## src/rtl/bkg_pixel_fetch.sv

```systemverilog
// bkg_pixel_fetch
// Read-side client of the background image RAM (IMG_W x IMG_H texels,
// 24-bit {R,G,B}, 1-cycle registered read). Turns the VGA beam position
// into a texel address with 4x upscaling and a per-frame vertical scroll
// that wraps modulo the image height. It returns the registered colour
// three clocks after the pixel is presented.
//
// Build option: define BKG_FETCH_DIM_EN to add the 'dim' input. When dim is
// set, each colour channel is halved for that pixel.
//
// Ports:
//   Clk          system clock
//   Reset        synchronous, active-high reset
//   DrawX/DrawY  screen column/row from the VGA controller
//   pixel_valid  active-video qualifier
//   frame_start  one-cycle pulse at start of vertical blank
//   scroll_delta texel rows to advance per frame (saturated to IMG_H-1)
//   scroll_clr   zeroes the scroll offset; wins over frame_start
//   ram_data     RAM read data, one cycle after read_address
//   dim          (BKG_FETCH_DIM_EN only) halve this pixel's brightness
//   read_address registered RAM read address
//   rgb          registered pixel colour, black outside active video
//   rgb_valid    rgb belongs to an active pixel
//   scroll_y     current scroll offset, 0..IMG_H-1
module bkg_pixel_fetch #(
    parameter int IMG_W       = 160,
    parameter int IMG_H       = 160,
    parameter int SCALE_SHIFT = 2,
    parameter int ADDR_W      = 15
) (
    input  logic              Clk,
    input  logic              Reset,
    input  logic [9:0]        DrawX,
    input  logic [9:0]        DrawY,
    input  logic              pixel_valid,
    input  logic              frame_start,
    input  logic [7:0]        scroll_delta,
    input  logic              scroll_clr,
    input  logic [23:0]       ram_data,
`ifdef BKG_FETCH_DIM_EN
    input  logic              dim,
`endif
    output logic [ADDR_W-1:0] read_address,
    output logic [23:0]       rgb,
    output logic              rgb_valid,
    output logic [7:0]        scroll_y
);

    localparam int CW = $clog2(IMG_W);
    localparam int RW = $clog2(IMG_H);

    logic [7:0]        scroll_q;
    logic [7:0]        delta_sat;
    logic [8:0]        scroll_sum;
    logic [7:0]        scroll_wrapped;

    logic [9:0]        x_tex;
    logic [9:0]        y_tex;
    logic [CW-1:0]     col;
    logic [RW-1:0]     ty;
    logic [RW:0]       row_sum;
    logic [RW-1:0]     row;
    logic [ADDR_W-1:0] addr_next;

    logic              v1;
    logic              v2;
    logic              dim1;
    logic              dim2;
    logic              dim_in;

`ifdef BKG_FETCH_DIM_EN
    assign dim_in = dim;
`else
    assign dim_in = 1'b0;
`endif

    // Scroll offset: saturate the step so one conditional subtract wraps it.
    always_comb begin
        delta_sat      = (scroll_delta > 8'(IMG_H - 1)) ? 8'(IMG_H - 1) : scroll_delta;
        scroll_sum     = {1'b0, scroll_q} + {1'b0, delta_sat};
        scroll_wrapped = (scroll_sum >= 9'(IMG_H)) ? 8'(scroll_sum - 9'(IMG_H))
                                                    : scroll_sum[7:0];
    end

    always_ff @(posedge Clk) begin
        if (Reset)
            scroll_q <= 8'd0;
        else if (scroll_clr)
            scroll_q <= 8'd0;
        else if (frame_start)
            scroll_q <= scroll_wrapped;
    end

    assign scroll_y = scroll_q;

    // Texel coordinates with clamping for beam positions past the image.
    always_comb begin
        x_tex   = DrawX >> SCALE_SHIFT;
        y_tex   = DrawY >> SCALE_SHIFT;
        col     = (x_tex > 10'(IMG_W - 1)) ? CW'(IMG_W - 1) : x_tex[CW-1:0];
        ty      = (y_tex > 10'(IMG_H - 1)) ? RW'(IMG_H - 1) : y_tex[RW-1:0];
        row_sum = (RW + 1)'(ty) + (RW + 1)'(scroll_q);
        row     = (row_sum >= (RW + 1)'(IMG_H)) ? RW'(row_sum - (RW + 1)'(IMG_H))
                                                : RW'(row_sum);
        // row*160 as (row<<7)+(row<<5) keeps a multiplier out of the netlist.
        addr_next = (ADDR_W'(row) << 7) + (ADDR_W'(row) << 5) + ADDR_W'(col);
    end

    // S1 address, S2 RAM access, S3 output register.
    always_ff @(posedge Clk) begin
        if (Reset) begin
            read_address <= '0;
            v1           <= 1'b0;
            v2           <= 1'b0;
            dim1         <= 1'b0;
            dim2         <= 1'b0;
            rgb          <= 24'h0;
            rgb_valid    <= 1'b0;
        end else begin
            read_address <= addr_next;
            v1           <= pixel_valid;
            dim1         <= dim_in;
            v2           <= v1;
            dim2         <= dim1;
            rgb_valid    <= v2;
            if (!v2)
                rgb <= 24'h0;
            else if (dim2)
                rgb <= {1'b0, ram_data[23:17], 1'b0, ram_data[15:9], 1'b0, ram_data[7:1]};
            else
                rgb <= ram_data;
        end
    end

endmodule

```

## config.mk

```make
export PLATFORM = sky130hd
export DESIGN_NAME = bkg_pixel_fetch
export DESIGN_NICKNAME = d
export VERILOG_FILES = /design/src/rtl/bkg_pixel_fetch.sv
export SDC_FILE = /design/constraint.sdc
export NUM_CORES = 1
export LEC_CHECK = 0
export ABC_AREA = 1
export BUFFER_PORTS_ARGS = -buffer_cell sky130_fd_sc_hd__clkbuf_2
export CORE_MARGIN = 2
export CORE_UTILIZATION = 50
export DETAILED_ROUTE_END_ITERATION = 12
export PLACE_DENSITY = 0.89
export SYNTH_ARGS = -nofsm -noshare
export SYNTH_HDL_FRONTEND = slang
export SYNTH_SLANG_ARGS = --single-unit
```

## constraint.sdc

```tcl
create_clock -name Clk -period 5.73 [get_ports Clk]
set_clock_uncertainty 0.1 [all_clocks]
set_input_delay 1.146 -clock Clk [delete_from_list [all_inputs] [get_ports Clk]]
set_output_delay 1.146 -clock Clk [all_outputs]
set_load 0.005 [all_outputs]
```

# Word-level counts from Yosys, hierarchy flattened
# Cells that the tools add are included.
# classes
shift,0
bitwise,1
mul,0
n_eq_ne,0
mux,5
reduce_logical,2
div,0
n_lt_le_gt_ge,5
n_addsub,6
# op_table
op,count
$mux W8,5
$gt A8 B8 Y1 const B,3
$add A8 B8 Y9,2
$ge A9 B8 Y1 const B,2
$sub A8 B8 Y8 const B,2
$add A15 B13 Y15,1
$add A15 B8 Y15,1
$reduce_or A2 Y1,2
$not A1 Y1,1
# totals
output_inout_bits,48
reg_bits,50
mem_count,0
elab_cells,26
latch_bits,0
ram_bits,0
in_bits,57
romBits,0

# Longest topological paths before layout
# Gate-level depths: netlist of run 1.
# logic_depth
depth_word,7
ltp_mapped,27
mapped_depth_nobuf,27

# Least setup slack after synthesis of run 1
# Ideal clock, no wire load.
# synth_timing
path_type,input -> register
start,input port DrawY[8]
end,register read_address[13]
n_path_buf,0
arrival_time_ps,4461
setup_time_ps,70
stages,21
setup_slack_ps,1099
cell_sequence,o21ai_0 nand2_1 ha_1 fa_1 nand2_1 nand2_1 nand4_1 nand3b_1 nand2_1 ha_1 inv_1 nand2_2 nand2_2 o21bai_1 o21ai_0 ha_1 ha_1 inv_1 o311ai_0 o21ai_0 a21oi_1
# synth_between
elab_chain_cells,7
word_cells_on_any_way,8
# synth_rtl
element,line_no,rtl
"start, declared",34,"input logic [9:0] DrawY,"
$gt A8 B8 Y1,101,ty = (y_tex > 10'(IMG_H - 1)) ? RW'(IMG_H - 1) : y_tex[RW-1:0];
$mux W8 (*),101,
$add A8 B8 Y9 (*),102,row_sum = (RW + 1)'(ty) + (RW + 1)'(scroll_q);
$sub A8 B8 Y8 or $ge A9 B8 Y1 (tied branches),103,row = (row_sum >= (RW + 1)'(IMG_H)) ? RW'(row_sum - (RW + 1)'(IMG_H))
$mux W8 (*),103,
$add A15 B13 Y15 (*),106,addr_next = (ADDR_W'(row) << 7) + (ADDR_W'(row) << 5) + ADDR_W'(col);
$add A15 B8 Y15 (*),106,
"end signal, assigned",120,read_address <= addr_next;
"end, declared",43,"output logic [ADDR_W-1:0] read_address,"
# Mark *: on every way between the ends. The rest lies on a longest branch, timed or not.
# A chain may end at the register's enable or synchronous reset.

# Final worst setup path of run 1
# Same ends and word-level chain as after synthesis.

==> flow_summary_export.csv, run 1 <==
group,metric,value,unit
status,outcome,"complete, no violations",
yosys,synth-seq-area-share,33.5,%
global_route,grtUsageMet1,21.6,%
clock_tree,cts_setup_buffers,0,
yosys,yosys-top-cells-area,"dfxtp_1 (33%), ha_1 (13%), inv_1 (12%), nand2_1 (10%), nor2_1 (7.9%)",
power,clock_power_share,23.8,%
timing,tns,0,ps
setup_path,cp_max_fo,6,
timing,hold_viol_final,0,
setup_path,crit_path_max_incr_delay,440,ps
setup_path,critPathTopFamily,"adder cells",
clock_tree,ctsHoldBuffers,0,
power,power_density,282,nW/um^2
setup_path,crit_chain,"clkbuf_2, o21ai_0, buf_4, nand2_1, ha_1, fa_1, nand2_1, nand2_1, nand4_1, nand3b_1, nand2_1, ha_1, inv_1, nand2_2, nand2_2, o21bai_1, o21ai_0, ha_1, ha_1, inv_1, o311ai_0, o21ai_0, a21oi_1",
floorplanning,row_count,28,
final_layout,multi_input_area,1600,sq um
timing,drv_slew,0,
final_layout,finalInstanceArea,3680,sq um
yosys,ys_seq_elements,50,
power,swShare,35.4,%
floorplanning,die_y,81.3,microns
setup_path,path_class,"in -> reg",
timing,fmax,215,MHz
clock_tree,cts_tree,"yes",
power,p_int,670,uW
final_layout,post-route-util,62.9,%
timing,setup_viol,0,
power,max-vdd-ir-drop,0.220,mV
power,seqPwrFrac,37.8,%
setup_path,path_buf_inv,4,
global_route,grt_util_met3,5.00,%
clock_tree,clk_pin_slew,90,ps
timing,whs,327,ps
clock_tree,clk_latency,310,ps
clock_tree,clockBufferDepth,2,
timing,slew_headroom,46.9,%
final_layout,drive_gt1_share,23.3,%
global_route,grt_util_all_layers,20.0,%
setup_path,arrival,4790,ps
final_layout,nFillCells,493,
yosys,synth.top_cell.area_share,33.5,%
final_layout,area_delta_synth_final,23.0,%
yosys,ys_types,25,
timing,post-route-period-util,81.0,%
final_layout,final_common_cell,"clkbuf_2",
floorplanning,io_pins,105,
flow_run,maxCapViolCount,0,
clock_tree,ctsResizeCount,0,
floorplanning,start_util,51.1,%
yosys,ys_warn_count,0,
clock_tree,clockRootBuffer,"clkbuf_8",
setup_path,startpoint_type,"primary input",
global_route,first_global_vias,2695,
route,drt-pass1-iter-count,4,
floorplanning,die_x,81.3,microns
global_route,antenna_found_initial,0,
timing,tightest_slew,794,ps
floorplanning,dieArea,6610,sq um
clock_tree,cts_num_sinks,50,
yosys,yosysTopAreaCell,"dfxtp_1",
final_layout,layout_common_cells,"clkbuf_2 (100), inv_1 (94), nand2_1 (80), nor2_1 (63), dfxtp_1 (50)",
route,drtIter0Drc,83,
yosys,syn_area,2990,sq um
global_route,grt_overflow,0,
route,vias,2901,
min_path,timing.hold.worst.class,"reg -> reg",
global_route,grt_pass1_wl,10600,microns
clock_tree,cts_buffers,5,
route,wl,6570,microns
final_layout,antennaDiodeCount,0,
floorplanning,coreArea,5850,sq um
route,antenna_left,0,
route,wl_per_cell,10.8,microns
final_layout,ff_latch_area,1000,sq um
clock_tree,htreeDepth,2,
global_route,busiest_layer,"met2",
placed_design,numPortBuffers,100,
power,comb_power_share,38.3,%
global_route,grtUsageMet2,38.4,%
setup_path,slowest_stage,"o311ai_0",
timing,layout_min_cycle_time,4640,ps
timing,rsz0062_at_grt,"no",
power,total_leakage_power,2.25,nW
final_layout,nets,625,
route,remaining_drc_errors,0,
placed_design,dpl_cell_area,3560,sq um
yosys,synth_nets,524,
placed_design,place_hpwl,5460,microns
route,via_per_inst,4.77,
global_route,grt_max_degree,26,
yosys,syn_area_per_cell,6.94,sq um
yosys,synth_cells,431,
power,p_sw,367,uW
setup_path,cp_data_required_time,5880,ps
setup_path,crit_path_end_kind,"flop",
placed_design,gp_congestion,0.863,
## power by group through the flow
stage	Combinational, mW	Sequential [mW]	Clock, mW
floorplan	0.275	0.405	0
global placement	0.371	0.401	0
detailed placement	0.390	0.401	0
CTS	0.397	0.393	0.251
global route	0.455	0.396	0.266
finish	0.398	0.393	0.247
## cell families after synthesis
family                     share of synthesized area (%)
buffers and inverters                               13.1
DFF                                                 33.5
and+or+nand+nor                                     25.8
adders and majority gates                           16.1
xor gates and xnor gates                            1.38
AOI/OAI and AO/OA                                   10.2
## Yosys cell counts, drive strengths merged
library cell and n:
a21o 1, a21oi 29, clkbuf 7, dfxtp 50, fa 4, ha 32, inv 97, nand2 85
nand3 23, nand3b 1, nand4 5, nor2 63, nor3 2, nor4 1, o211ai 3, o21ai 21
o21bai 2, o311ai 1, or2 1, xor2 3
## worst register-to-register path, stage by stage (launching register included)
cell,delay (ps)
dfxtp_1,360
ha_1,240
fa_1,400
nand2_1,80
nand2_1,90
nand4_1,110
nand3b_1,80
nand2_1,120
ha_1,180
inv_1,50
nand2_2,80
nand2_2,70
o21bai_1,130
o21ai_0,130
ha_1,300
ha_1,360
inv_1,100
o311ai_0,440
o21ai_0,130
a21oi_1,120
## stage by stage
| step | instances | worst slack [ps] | total power, mW |
|---|---|---|---|
| final | 608 | 1090 | 1.04 |
| after global routing | 608 | 744 | 1.12 |
| after CTS | 608 | 1080 | 1.04 |
| after detailed placement | 600 | 808 | 0.791 |
| after global placement | 600 | 882 | 0.772 |
| after floorplan | 431 | 1100 | 0.679 |
## metal layers
layer	up-vias	share of wire (%)	wire, microns
li1	1535	-	-
met1	1299	41	2660
met2	62	54	3550
met3	5	4.6	304
met4	0	0.87	57
met5	-	0	0
## sequential cells by signal (all words and copies together), names as in the netlist
register,count
v1,1
read_address,15
scroll_y,8
rgb,24
rgb_valid,1
v2,1
## layout make-up
cell class	instances	share of cell area (%)
Clock buffer	5	1.87
Multi-Input combinational cell	277	43.5
Sequential cell	50	27.2
Tap cell	75	2.55
Inverter	97	9.90
Timing Repair Buffer	101	13.8
Clock inverter	3	1.19
## worst paths after layout
check	from	to	slack [ps]	depth (start not counted)
max	DrawY[8]	read_address[13]	1090	23
min	v1	v2	330	2
max reg2reg	scroll_y[0]	read_address[13]	2000	19
min reg2reg	v1	v2	330	2
Note: power is estimated with default switching activity, not from simulation.
==> run 2: changes to the inputs <==
- clock period: 5.73 -> 4.5 ns (I/O delays scaled with it)
==> flow_summary_export.csv, run 2 (synthesized netlist as in run 1, its figures left out) <==
group,metric,value,unit
status,outcome,"complete, no violations",
route,drtIter0Drc,106,
clock_tree,htreeDepth,2,
timing,tns,0,ps
clock_tree,clockRootBuffer,"clkbuf_8",
final_layout,largest-register,"rgb",
setup_path,crit_path_max_incr_delay,360,ps
setup_path,r2r-start,"scroll_y[0]",
setup_path,arrival,4300,ps
setup_path,startpoint_type,"primary input",
route,via_per_inst,4.89,
timing,slew_headroom,47.1,%
clock_tree,ctsHoldBuffers,0,
timing,tightest_slew,792,ps
power,power,1.37,mW
route,vias,3001,
floorplanning,start_util,51.1,%
final_layout,ff_latch_area,1000,sq um
flow_run,maxCapViolCount,0,
setup_path,crit_path_end_kind,"flop",
clock_tree,clk_latency,310,ps
timing,fmax,239,MHz
final_layout,final_common_cell,"clkbuf_2",
final_layout,post-route-util,63.9,%
placed_design,numPortBuffers,100,
global_route,first_global_vias,2786,
setup_path,worst_path_most_repeated_cell,"nand2_1",
route,wl,7100,microns
final_layout,largest_reg_flops,24,
min_path,timing.hold.worst.class,"reg -> reg",
power,total_leakage_power,2.28,nW
route,wl_per_cell,11.6,microns
final_layout,layout_common_cells,"clkbuf_2 (100), inv_1 (94), nand2_1 (80), nor2_1 (63), dfxtp_1 (50)",
setup_path,critPathCapture,"read_address[14]",
clock_tree,cts_buffers,5,
setup_path,rr_endpoint,"read_address[14]",
setup_path,slowest_stage,"fa_2",
power,max-vdd-ir-drop,0.208,mV
final_layout,multi_input_area,1610,sq um
placed_design,gp_congestion,0.887,
global_route,antenna_found_initial,0,
power,power_density,366,nW/um^2
placed_design,preCtsSetupSlack,-158,ps
floorplanning,io_pins,105,
timing,worst_slack,311,ps
global_route,grt_pass1_wl,11100,microns
setup_path,cp_data_required_time,4610,ps
placed_design,place_hpwl,5690,microns
timing,rsz0062_at_grt,"no",
timing,post-route-period-util,93.1,%
timing,drv_slew,0,
final_layout,drive_gt1_share,24.7,%
final_layout,area_delta_synth_final,25.2,%
global_route,grt_overflow,0,
setup_path,critPathLaunch,"DrawY[8]",
global_route,grt_max_degree,26,
clock_tree,clockBufferDepth,2,
global_route,grt_util_all_layers,21.3,%
floorplanning,coreArea,5850,sq um
setup_path,reg2regPathDepth,22,
route,drt-pass1-iter-count,5,
setup_path,r2r_slack,960,ps
clock_tree,cts_num_sinks,50,
timing,hold_viol_final,0,
timing,layout_min_cycle_time,4190,ps
floorplanning,die_x,81.3,microns
floorplanning,row_count,28,
clock_tree,clk_pin_slew,90,ps
floorplanning,dieArea,6610,sq um
clock_tree,cts_setup_buffers,0,
floorplanning,die_y,81.3,microns
clock_tree,cts_tree,"yes",
setup_path,path_class,"in -> reg",
route,antenna_left,0,
setup_path,cp_max_fo,6,
final_layout,nFillCells,480,
final_layout,antennaDiodeCount,0,
final_layout,nets,631,
timing,setup_viol,0,
route,remaining_drc_errors,0,
## run 2: power by group
| part | total, mW | switching [mW] | internal [mW] |
|---|---|---|---|
| clock network | 0.322 | 0.153 | 0.168 |
| registers | 0.501 | 0.0157 | 0.485 |
| logic | 0.546 | 0.322 | 0.224 |
| total | 1.37 | 0.491 | 0.878 |
## run 2: timing repair
item,CTS,global route
hold endpoints to repair,0,0
setup endpoints to repair,0,2
resized for setup,0,7
## run 2: critical path, delay by kind of cell
| kind | cells | cell delay [ps] |
|---|---|---|
| AO/OA/AOI/OAI | 4 | 520 |
| adder cells (fa/ha/maj) | 5 | 1320 |
| buffers and inverters | 4 | 390 |
| AND/OR/NAND/NOR | 13 | 1160 |
## run 2: per-layer routing
layer  track usage (%)  part of all wire [%]  vias to the layer above  wire [microns]
met5                 0                     0                        -               0
met4              7.63                   2.4                        0             169
met3              4.22                   4.4                       18             311
met2              43.0                    55                       85            3920
met1              21.1                    38                     1355            2700
li1                  -                     -                     1543               -
## run 2: how the worst min path moves through the flow
stage / cells past startpoint / to / startpoint / slack, ps
global placement: 2 / v2 / v1 / 300
global route: 2 / v2 / v1 / 360
CTS: 2 / v2 / v1 / 330
detailed placement: 2 / v2 / v1 / 290
finish: 2 / v2 / v1 / 340
floorplan: 2 / v2 / v1 / 290
## run 2: area by class of cell
type | instances | area share, %
Multi-Input combinational cell | 277 | 43.1
Sequential cell | 50 | 26.8
Timing Repair Buffer | 107 | 14.8
Inverter | 97 | 9.73
Tap cell | 75 | 2.51
Clock buffer | 5 | 1.84
Clock inverter | 3 | 1.27
## run 2: per-stage QoR
| step | cell area [sq um] | std cells | hold WS [ps] |
|---|---|---|---|
| final | 3740 | 614 | 336 |
| after global routing | 3740 | 614 | 357 |
| after CTS | 3730 | 614 | 333 |
| after detailed placement | 3610 | 606 | 293 |
| after global placement | 3610 | 606 | 295 |
| after floorplan | 2990 | 431 | 288 |
==> run 3: changes to the inputs <==
--- a/config.mk
+++ b/config.mk
@@ -13,2 +13,4 @@
 export PLACE_DENSITY = 0.89
+export RECOVER_POWER = 100
+export SLEW_MARGIN = 20
 export SYNTH_ARGS = -nofsm -noshare
--- a/constraint.sdc
+++ b/constraint.sdc
@@ -4,2 +4,2 @@
 set_output_delay 0.9 -clock Clk [all_outputs]
-set_load 0.005 [all_outputs]
+set_load 0.01 [all_outputs]
==> flow_summary_export.csv, run 3 (synthesized netlist as in run 1, its figures left out) <==
group,metric,value,unit
route,via_per_inst,4.85,
clock_tree,clockRootBuffer,"clkbuf_8",
timing,rsz0062_at_grt,"no",
clock_tree,cts_num_sinks,50,
global_route,first_global_vias,2786,
setup_path,worst_path_most_repeated_cell,"nand2_1",
min_path,timing.hold.worst.class,"reg -> reg",
final_layout,drive_gt1_share,15.0,%
setup_path,cp.depth,26,
setup_path,path_buf_inv,4,
route,antenna_left,0,
final_layout,area_delta_synth_final,22.9,%
setup_path,crit_path_max_incr_delay,360,ps
final_layout,final_common_cell,"inv_1",
floorplanning,io_pins,105,
placed_design,dpl_cell_area,3610,sq um
setup_path,arrival,4300,ps
floorplanning,die_x,81.3,microns
route,remaining_drc_errors,0,
setup_path,path_class,"in -> reg",
timing,fmax,239,MHz
final_layout,nFillCells,513,
power,max-vdd-ir-drop,0.209,mV
placed_design,preCtsSetupSlack,-158,ps
floorplanning,row_count,28,
route,vias,2978,
setup_path,reg2regPathDepth,22,
route,drt-pass1-iter-count,5,
final_layout,antennaDiodeCount,0,
final_layout,finalInstanceArea,3670,sq um
timing,slew_headroom,48.4,%
setup_path,critPathTopFamily,"adder cells",
clock_tree,ctsHoldBuffers,0,
placed_design,place_hpwl,5690,microns
global_route,grt_pass1_wl,11100,microns
global_route,grt_overflow,0,
route,wl,7130,microns
clock_tree,htreeDepth,2,
clock_tree,clk_latency,300,ps
flow_run,maxCapViolCount,0,
floorplanning,die_y,81.3,microns
placed_design,gp_congestion,0.887,
floorplanning,dieArea,6610,sq um
setup_path,critPathLaunch,"DrawY[8]",
setup_path,cp_data_required_time,4610,ps
global_route,antenna_found_initial,0,
clock_tree,cts_tree,"yes",
setup_path,r2r_slack,950,ps
global_route,grt_max_degree,26,
setup_path,cp_max_fo,6,
power,power,1.37,mW
floorplanning,start_util,51.1,%
setup_path,r2r-start,"scroll_y[0]",
setup_path,rr_endpoint,"read_address[14]",
timing,setup_viol,0,
timing,drv_slew,0,
final_layout,layout_common_cells,"inv_1 (95), nand2_1 (80), nor2_1 (63)",
power,total_leakage_power,2.11,nW
status,outcome,"complete, no violations",
global_route,grt_util_all_layers,21.3,%
clock_tree,clk_pin_slew,90,ps
timing,worst_slack,309,ps
final_layout,post-route-util,62.8,%
clock_tree,cts_buffers,5,
clock_tree,clockBufferDepth,2,
setup_path,critPathCapture,"read_address[14]",
power,power_density,374,nW/um^2
route,wl_per_cell,11.6,microns
timing,hold_viol_final,0,
placed_design,numPortBuffers,100,
timing,post-route-period-util,93.1,%
final_layout,largest_reg_flops,24,
setup_path,slowest_stage,"fa_2",
final_layout,largest-register,"rgb",
final_layout,nets,631,
setup_path,crit_path_end_kind,"flop",
timing,layout_min_cycle_time,4190,ps
setup_path,startpoint_type,"primary input",
timing,tightest_slew,772,ps
route,drtIter0Drc,105,
floorplanning,coreArea,5850,sq um
[run 3: cell types whose count changed in the layout (fill, tap and decap cells not counted)]
cell      previous run  this run
clkbuf_1             0        50
clkbuf_2           100        50
buf_4                7         6
clkbuf_4             0         1
inv_1               94        95
inv_2                3         2
nand3_1             20        21
nand3_2              3         2
[run 3: through the flow]
stage                     TNS [ps]  instances  hold WS (ps)
final                            0        614           341
after detailed placement      -249        606           293
after CTS                        0        614           333
after global routing             0        614           357
after floorplan                  0        431           288
after global placement           0        606           295
[run 3: timing repair]
item,in CTS,in global routing
hold endpoints to repair,0,0
resized for setup,0,7
setup buffers,0,0
endpoints found under the setup margin,0,2
[run 3: power by group]
part,total [mW],leakage [nW],switching [mW],internal (mW)
Combinational,0.550,1.64,0.337,0.213
Clock,0.323,0.0587,0.154,0.169
Sequential,0.501,0.410,0.0154,0.485
Total,1.37,2.11,0.507,0.867
[run 3: routing by layer]
layer  track usage, %  vias to the layer above  part of all wire, %
met5                0                        -                    0
met2             43.0                       76                   55
li1                 -                     1544                    -
met3             4.22                       13                  4.5
met1             21.1                     1345                   38
met4             7.63                        0                  2.0
[run 3: worst min path at each step]
stage	start	endpoint	slack, ps	depth (start not counted)
global placement	v1	v2	300	2
CTS	v1	v2	330	2
finish	v1	v2	340	2
global route	v1	v2	360	2
floorplan	v1	v2	290	2
detailed placement	v1	v2	290	2
[run 3: worst min-delay path: cells and delay by family, from the launching register on]
kind,cells,cell delay (ps)
DFF,1,320
buffers and inverters,1,50
and+or+nand+nor,1,40
[run 3: cell type report]
type | instances | area (sq um) | share of cell area (%)
well taps | 75 | 93.8 | 2.55
multi-input cells | 277 | 1610 | 43.8
flip-flops and latches | 50 | 1000 | 27.2
clock buffers | 5 | 68.8 | 1.87
clock inverters | 3 | 47.5 | 1.29
repair buffers | 107 | 490 | 13.4
inverters | 97 | 364 | 9.91
